[src/rtl/dionysus_sdram_clk_sup_pkg.sv]
// rtl/dionysus_sdram_clk_sup_pkg.sv - state encoding shared by the PLL lock supervisor,
// the status-register block and the bench.
package dionysus_sdram_clk_sup_pkg;

  typedef enum logic [2:0] {
    ST_RESET_PLL   = 3'd0,
    ST_WAIT_LOCK   = 3'd1,
    ST_STABLE_WAIT = 3'd2,
    ST_RUN         = 3'd3,
    ST_FAIL        = 3'd4
  } sup_state_t;

  localparam int CNT_W        = 16;
  localparam int RETRY_W      = 4;
  localparam int LOSS_W       = 8;
  localparam logic [LOSS_W-1:0] LOSS_SAT = 8'd255;

endpackage

[src/rtl/dionysus_sync2.sv]
// rtl/dionysus_sync2.sv - generic two-flop synchronizer, async active-low reset.
module dionysus_sync2 (
  input  logic clk,
  input  logic rst_n,
  input  logic d,
  output logic q
);

  logic meta;

  always_ff @(posedge clk or negedge rst_n) begin
    if (!rst_n) begin
      meta <= 1'b0;
      q    <= 1'b0;
    end else begin
      meta <= d;
      q    <= meta;
    end
  end

endmodule

[src/rtl/dionysus_sdram_clk_supervisor.sv]
// rtl/dionysus_sdram_clk_supervisor.sv - SDRAM PLL lock supervisor: PLL reset sequencing,
// lock filtering, timeout/retry and lock-loss statistics.
module dionysus_sdram_clk_supervisor
  import dionysus_sdram_clk_sup_pkg::*;
#(
  parameter int PLL_RST_CYCLES = 16,
  parameter int LOCK_TIMEOUT   = 4096,
  parameter int STABLE_CYCLES  = 256,
  parameter int LOSS_FILTER    = 4,
  parameter int MAX_RETRIES    = 3
) (
  input  logic         clk,
  input  logic         rst_n,
  input  logic         i_pll_locked,
  input  logic         i_retry,
  output logic         o_pll_rst,
  output logic         o_ready,
  output logic         o_fail,
  output logic [2:0]   o_state,
  output logic [3:0]   o_retry_count,
  output logic [7:0]   o_loss_count
);

  localparam logic [CNT_W-1:0]   RST_LAST    = CNT_W'(PLL_RST_CYCLES - 1);
  localparam logic [CNT_W-1:0]   TO_LAST     = CNT_W'(LOCK_TIMEOUT - 1);
  localparam logic [CNT_W-1:0]   STABLE_LAST = CNT_W'(STABLE_CYCLES - 1);
  localparam logic [CNT_W-1:0]   LOSS_LAST   = CNT_W'(LOSS_FILTER - 1);
  localparam logic [RETRY_W-1:0] RETRY_MAX   = RETRY_W'(MAX_RETRIES);

  sup_state_t         state, state_nx;
  logic [CNT_W-1:0]   cnt, cnt_nx;
  logic [RETRY_W-1:0] retry_cnt, retry_nx, retry_inc;
  logic [LOSS_W-1:0]  loss_cnt, loss_nx;
  logic               lock_s, attempt_fail, pll_rst;

  dionysus_sync2 u_lock_sync (
    .clk   (clk),
    .rst_n (rst_n),
    .d     (i_pll_locked),
    .q     (lock_s)
  );

  assign retry_inc = retry_cnt + 1'b1;

  always_comb begin
    state_nx     = state;
    cnt_nx       = cnt + 1'b1;
    retry_nx     = retry_cnt;
    loss_nx      = loss_cnt;
    attempt_fail = 1'b0;

    case (state)
      ST_RESET_PLL: begin
        if (cnt == RST_LAST) state_nx = ST_WAIT_LOCK;
      end
      ST_WAIT_LOCK: begin
        // lock is checked first so it wins on the timeout cycle
        if (lock_s) state_nx = (STABLE_LAST == '0) ? ST_RUN : ST_STABLE_WAIT;
        else if (cnt == TO_LAST) attempt_fail = 1'b1;
      end
      ST_STABLE_WAIT: begin
        if (!lock_s) attempt_fail = 1'b1;
        else if (cnt == STABLE_LAST) state_nx = ST_RUN;
      end
      ST_RUN: begin
        if (lock_s) begin
          cnt_nx = '0;
        end else if (cnt == LOSS_LAST) begin
          state_nx = ST_RESET_PLL;
          if (loss_cnt != LOSS_SAT) loss_nx = loss_cnt + 1'b1;
        end
      end
      ST_FAIL: begin
        if (i_retry) begin
          retry_nx = '0;
          state_nx = ST_RESET_PLL;
        end
      end
      default: state_nx = ST_RESET_PLL;
    endcase

    if (attempt_fail) begin
      retry_nx = retry_inc;
      state_nx = (retry_inc == RETRY_MAX) ? ST_FAIL : ST_RESET_PLL;
    end

    // The lock sample that moves WAIT_LOCK to STABLE_WAIT is the first stable sample.
    if (state_nx != state) cnt_nx = (state_nx == ST_STABLE_WAIT) ? CNT_W'(1) : '0;
    if (state_nx == ST_RUN) retry_nx = '0;
  end

  always_ff @(posedge clk or negedge rst_n) begin
    if (!rst_n) begin
      state     <= ST_RESET_PLL;
      cnt       <= '0;
      retry_cnt <= '0;
      loss_cnt  <= '0;
      pll_rst   <= 1'b1;
    end else begin
      state     <= state_nx;
      cnt       <= cnt_nx;
      retry_cnt <= retry_nx;
      loss_cnt  <= loss_nx;
      pll_rst   <= (state_nx == ST_RESET_PLL) || (state_nx == ST_FAIL);
    end
  end

  assign o_pll_rst     = pll_rst;
  assign o_ready       = (state == ST_RUN);
  assign o_fail        = (state == ST_FAIL);
  assign o_state       = state;
  assign o_retry_count = retry_cnt;
  assign o_loss_count  = loss_cnt;

endmodule

[config.mk]
export PLATFORM = sky130hd
export DESIGN_NAME = dionysus_sdram_clk_supervisor
export DESIGN_NICKNAME = d
export VERILOG_FILES = /design/src/rtl/dionysus_sdram_clk_sup_pkg.sv /design/src/rtl/dionysus_sync2.sv /design/src/rtl/dionysus_sdram_clk_supervisor.sv
export SDC_FILE = /design/constraint.sdc
export NUM_CORES = 1
export LEC_CHECK = 0
export CORE_MARGIN = 2
export CORE_UTILIZATION = 61
export CTS_BUF_LIST = sky130_fd_sc_hd__clkbuf_8
export CTS_CLUSTER_SIZE = 12
export DETAILED_ROUTE_END_ITERATION = 7
export PLACE_DENSITY = 0.86
export SLEW_MARGIN = 40
export SYNTH_ARGS = -nofsm -noshare
export SYNTH_HDL_FRONTEND = slang
export SYNTH_SLANG_ARGS = --single-unit
[constraint.sdc]
create_clock -name clk -period 2.95 [get_ports clk]
set_input_delay 0.295 -clock clk [delete_from_list [all_inputs] [get_ports clk]]
set_output_delay 0.295 -clock clk [all_outputs]
set_load 0.05 [all_outputs]
# Word level (Yosys, flattened, before mapping)
# Cells that the tools add are included.
# totals
ff_bits	34
in_bits	4
out_inout_bits	18
word_cells	54
# op_classes
n_addsub	3
n_eq_ne	14
muxes	22
n_bitwise	1
n_reduce_logical	7
# op_table
op	n
2-to-1 mux 16 bit	3
2-to-1 mux 3 bit	9
adder 16 x 1 -> 16 bit (second input constant)	1
equality test 16 x 12 -> 1 bit (second input constant)	1
equality test 16 x 2 -> 1 bit (second input constant)	1
equality test 16 x 4 -> 1 bit (second input constant)	1
equality test 16 x 8 -> 1 bit (second input constant)	1
2-to-1 mux 4 bit	4
one-hot mux 3 bit (5 select lines)	1
equality test 3 x 2 -> 1 bit (second input constant)	4
adder 8 x 1 -> 8 bit (second input constant)	1
!= test 8 bit (second input constant)	1
equality test 3 bit (second input constant)	2
zero test 3 bit	2
nonzero test 3 bit	2
adder 4 x 1 -> 4 bit (second input constant)	1
equality test 4 x 2 -> 1 bit (second input constant)	1
2-to-1 mux 1 bit	4
AND reduction 4 bit	1
equality test 3 x 1 -> 1 bit (second input constant)	1
!= test 3 bit	1
one-hot mux 1 bit (2 select lines)	1
AND reduction 2 bit	1
logical OR 1 bit	1
NOT 1 bit	1

# Depth between registers and ports, before layout
# depth
ltp_word	8
depth_mapped	9
ltp_nobuf	8

# Modules after synthesis
# From an unflattened synthesis, not the netlist that was laid out.
# hier_totals
cells_unflattened	166
hier_area_um2	1760.4
# by_module_without_submodules
module	instances	cells_each	area_each_um2	seq_area_each_um2
dionysus_sdram_clk_supervisor	1	164	1710.4	802.0
dionysus_sync2	1	2	50.0	50.0

# Worst setup path before layout
# Ideal clock, no wire load.
# synth_path
path_type	register -> register
start	register state[2] (netlist: o_state[2])
end	register retry_cnt[2] (netlist: o_retry_count[2])
setup_ns	0.148
arrival_ns	2.772
t_required_ns	2.802
setup_slack_ns	0.030
path_stages_with_launch	7
path_buffers	1
synth_period_minus_slack_ns	2.920
cell_sequence	dfrtp_1 -> buf_2 -> nor3b_1 -> a22o_1 -> a211oi_1 -> o21ai_0 -> o21ai_0
# synth_between
elab_cells_between_ends	21
classes_between	eq/ne: 5; mux: 12; reduce/logical: 4
# synth_lines
element	line	source
from (decl)	dionysus_sdram_clk_supervisor.sv:30	sup_state_t state, state_nx;
from (signal assigned)	dionysus_sdram_clk_supervisor.sv:100	state <= state_nx;
equality test 3 bit (*)	n/a	
named net o_fail	dionysus_sdram_clk_supervisor.sv:18	output logic o_fail,
one-hot mux 3 bit (5 select lines)	dionysus_sdram_clk_supervisor.sv:52	case (state)
2-to-1 mux 3 bit	dionysus_sdram_clk_supervisor.sv:82	if (attempt_fail) begin
equality test 3 x 2 -> 1 bit	dionysus_sdram_clk_supervisor.sv:89	if (state_nx == ST_RUN) retry_nx = '0;
nonzero test 3 bit (no line)	n/a	
AND reduction 2 bit (no line)	n/a	
to (signal assigned)	dionysus_sdram_clk_supervisor.sv:102	retry_cnt <= retry_nx;
to (decl)	dionysus_sdram_clk_supervisor.sv:32	logic [RETRY_W-1:0] retry_cnt, retry_nx, retry_inc;
# Mark *: on every way through the listed nets, which the timed path passes. The rest lies on a longest branch.
# A chain may end at the register's enable or synchronous reset.

# Worst setup path after layout
# layout_path
start	register state[2] (netlist: o_state[2])
end	output port o_fail
# layout_between
elab_chain_len	1
# layout_lines
element	line	source
equality test 3 bit	dionysus_sdram_clk_supervisor.sv:110	assign o_fail = (state == ST_FAIL);
to (decl)	dionysus_sdram_clk_supervisor.sv:18	
# Every way passes these cells.

==> results.md <==
- Global placer's final weighted congestion: 0.895
- Detailed placement HPWL: 2470 microns
- Multiplexer share of the synthesized area: 0.00633
- Number of global-route vias before repair: 1338
- Power Density: 745 nW/um^2
- Avg Cell Area, Syn: 10.4 sq um
- H-tree depth reported by CTS: 2
- Register area: 852 sq um
- WS Path Type: register to output port
- Max_slew headroom: 0.588
- Initial antenna violation count: 0
- DRC Markers: 0
- Fin util: 0.758
- TNS Setup: 0 ns
- Final Hold Vio Count: 0
- Worst Hold Class: register to register
- CP cell instances: nor3b_1 -> clkdlybuf4s50_1
- Die Y: 58.0 microns
- Most frequent cells in the layout: 33 x dfrtp_1, 24 x nor2_1, 21 x clkdlybuf4s50_1, 13 x nand2_1, 12 x xor2_1
- Global-route wire length before repair: 5890 microns
- Ports: 22
- Max Freq: 409 MHz
- Die area: 3360 sq um
- Synth Area in XOR/XNOR: 0.108
- Reg2reg setup slack: 0.57 ns
- CTS hold repair buffers: 0
- Setup WS pre-CTS: 0.597 ns
- DR WL/cell: 15.0 microns
- Drt pass-1 iters: 4
- Via Count: 1358
- P_leak: 0.926 nW
- Setup crit end kind: output port
- Total CTS buffers: 5
- Worst Max-Slew Pin Slew: 0.618 ns
- Adder-cell share of the synthesized area: 0.0281
- Initial DRC Count: 87
- Placeable Area: 2760 sq um
- Total clock sinks: 34
- Slowest CP cell: clkdlybuf4s50_1
- CTS root buffer: clkbuf_8
- Final wirelength: 3420 microns
- Peak VDD IR: 795 uV
- Post-synth EDFFs: 0
- Multi-input logic area: 880 sq um
- Cells after Synth: 171
- Share of cells above drive strength 1: 0.111
- Fillers: 190
- Largest net degree at the start of global routing: 35
- Yosys cell types: 41
- CTS tree: yes
- Post-route ant nets: 0
- Startpoint types: register
- RSZ-0062 raised after global routing: false
- Post-synthesis simple-gate area fraction: 0.255
- Die width: 58.0 microns
- Initial Utilization: 0.645
- Max cap viols: 0
- RR Startpoint: o_state[2]
- Syn Nets: 179
- CP Launch Point: o_state[2]
- Worst Path Max Fanout: 11
- Endpoints failing setup: 0
- Synth-to-Final Area Change: 17.5%
- Global Route Usage Sum: 0.233
- Synth Area in Compound Gates: 0.0971
- Max clock buf depth: 2
- I/O Buffers: 21
- Status: completed
- Final worst-path setup slack: 0.505 ns
- Critical Path AT: 2.15 ns
- Mapped Area: 1780 sq um
- Worst path required time: 2.65 ns
- Clock latency at the later pin of the worst-skew pair: 0.29 ns
- CP peak stage delay: 0.88 ns
- Dominant synthesized flop cell: dfrtp_1
- Site Rows: 19
- Period minus WS final: 2.44 ns
- GRT overflow: 0
- Origin of the worst min-delay path: u_lock_sync.meta
- Ys Warns: 0
- Clock-pin slew on the worst setup and hold paths: 0.07 ns
- Postcts setup bufs: 0
- Power consumption: 0.00156 W
- Final-report max-slew violation count: 0
- Nets@finish: 205
- Final Skew: 0.00754 ns
- Sequential area share after synthesis: 0.479
- Antenna cells: 0
- Final Cycle Share: 0.829
- Register bit total from synthesis: 34
- Post_cts resized: 0
- Main combinational cell family by area after synthesis: simple AND/OR/NAND/NOR gates
- Routed vias/inst: 5.93
- Most common cell after layout, fill and taps aside: dfrtp_1
- Ys async rst share: 1.00
[final cells by class]
cell class              instances  share of cell area
multi-input cells             129               0.421
repair buffers                 22               0.104
clock inverters                 3             0.00659
clock buffers                   5              0.0329
well taps                      31              0.0186
flip-flops and latches         34               0.408
inverters                       5             0.00898
[synthesized netlist by cell type (all sizes together) (2+ instances only)]
master / number / area share
nand4: 6 / 0.025
nor3: 2 / 0.0056
ha: 4 / 0.028
xor2: 12 / 0.059
o2bb2ai: 3 / 0.015
a21oi: 5 / 0.014
and3: 6 / 0.021
nor4: 4 / 0.038
and4: 2 / 0.011
inv: 5 / 0.011
nor2: 24 / 0.051
buf: 3 / 0.015
o21ai: 10 / 0.037
nand2: 13 / 0.027
nand3: 10 / 0.031
xnor2: 10 / 0.049
dfrtp: 33 / 0.46
nor4b: 3 / 0.018
and2: 2 / 0.0070
[through the flow]
stage          std cells  hold WS (ns)  area (sq um)
2_1_floorplan        171     -0.000591          1780
3_3_place_gp         221         0.335          2010
3_5_place_dp         221         0.352          2010
4_1_cts              229         0.375          2090
5_1_grt              229         0.388          2090
6_report             229         0.372          2090
[logic make-up (layout without fill, tap and decap cells)]
kind of cell    count (synthesis)  count (layout)
mux                             1               1
fa+ha+maj                       4               4
flops                          34              34
xor+xnor                       22              22
buf+inv                         8              35
compound gates                 25              25
simple gates                   77              77
[report_power, final]
part / switching, W / leakage [nW] / total [W] / internal, W
Clock: 0.000163 / 0.0491 / 0.000323 / 0.000160
Combinational: 0.000353 / 0.423 / 0.000571 / 0.000218
Sequential: 0.000114 / 0.454 / 0.000662 / 0.000548
Total: 0.000630 / 0.926 / 0.00156 / 0.000925
[critical path: cells and delay by family, from the launching register on]
kind / cells / cell delay, ns
buffers and inverters: 1 / 0.88
DFF: 1 / 0.59
and+or+nand+nor: 1 / 0.39
[final timing paths]
kind	endpoint	cells past startpoint
hold / removal	u_lock_sync.q	0
setup / recovery	o_fail	2
min in group asynchronous	o_loss_count[3]	2
hold reg to reg	u_lock_sync.q	0
max in group asynchronous	o_pll_rst	2
setup reg to reg	cnt[0]	6
[routing by layer]
layer	GRT usage	vias to the layer above	routed length, microns
met5	0	-	0
met4	0.0963	0	61
met3	0.0625	7	193
met2	0.401	39	1740
met1	0.276	657	1430
li1	-	655	-
[sequential cells by signal (all words and copies together), names as in the netlist]
name / count
cnt: 16
o_loss_count: 8
o_pll_rst: 1
o_retry_count: 4
o_state: 3
u_lock_sync.meta: 1
u_lock_sync.q: 1
Power figures use the tool's default switching activity.
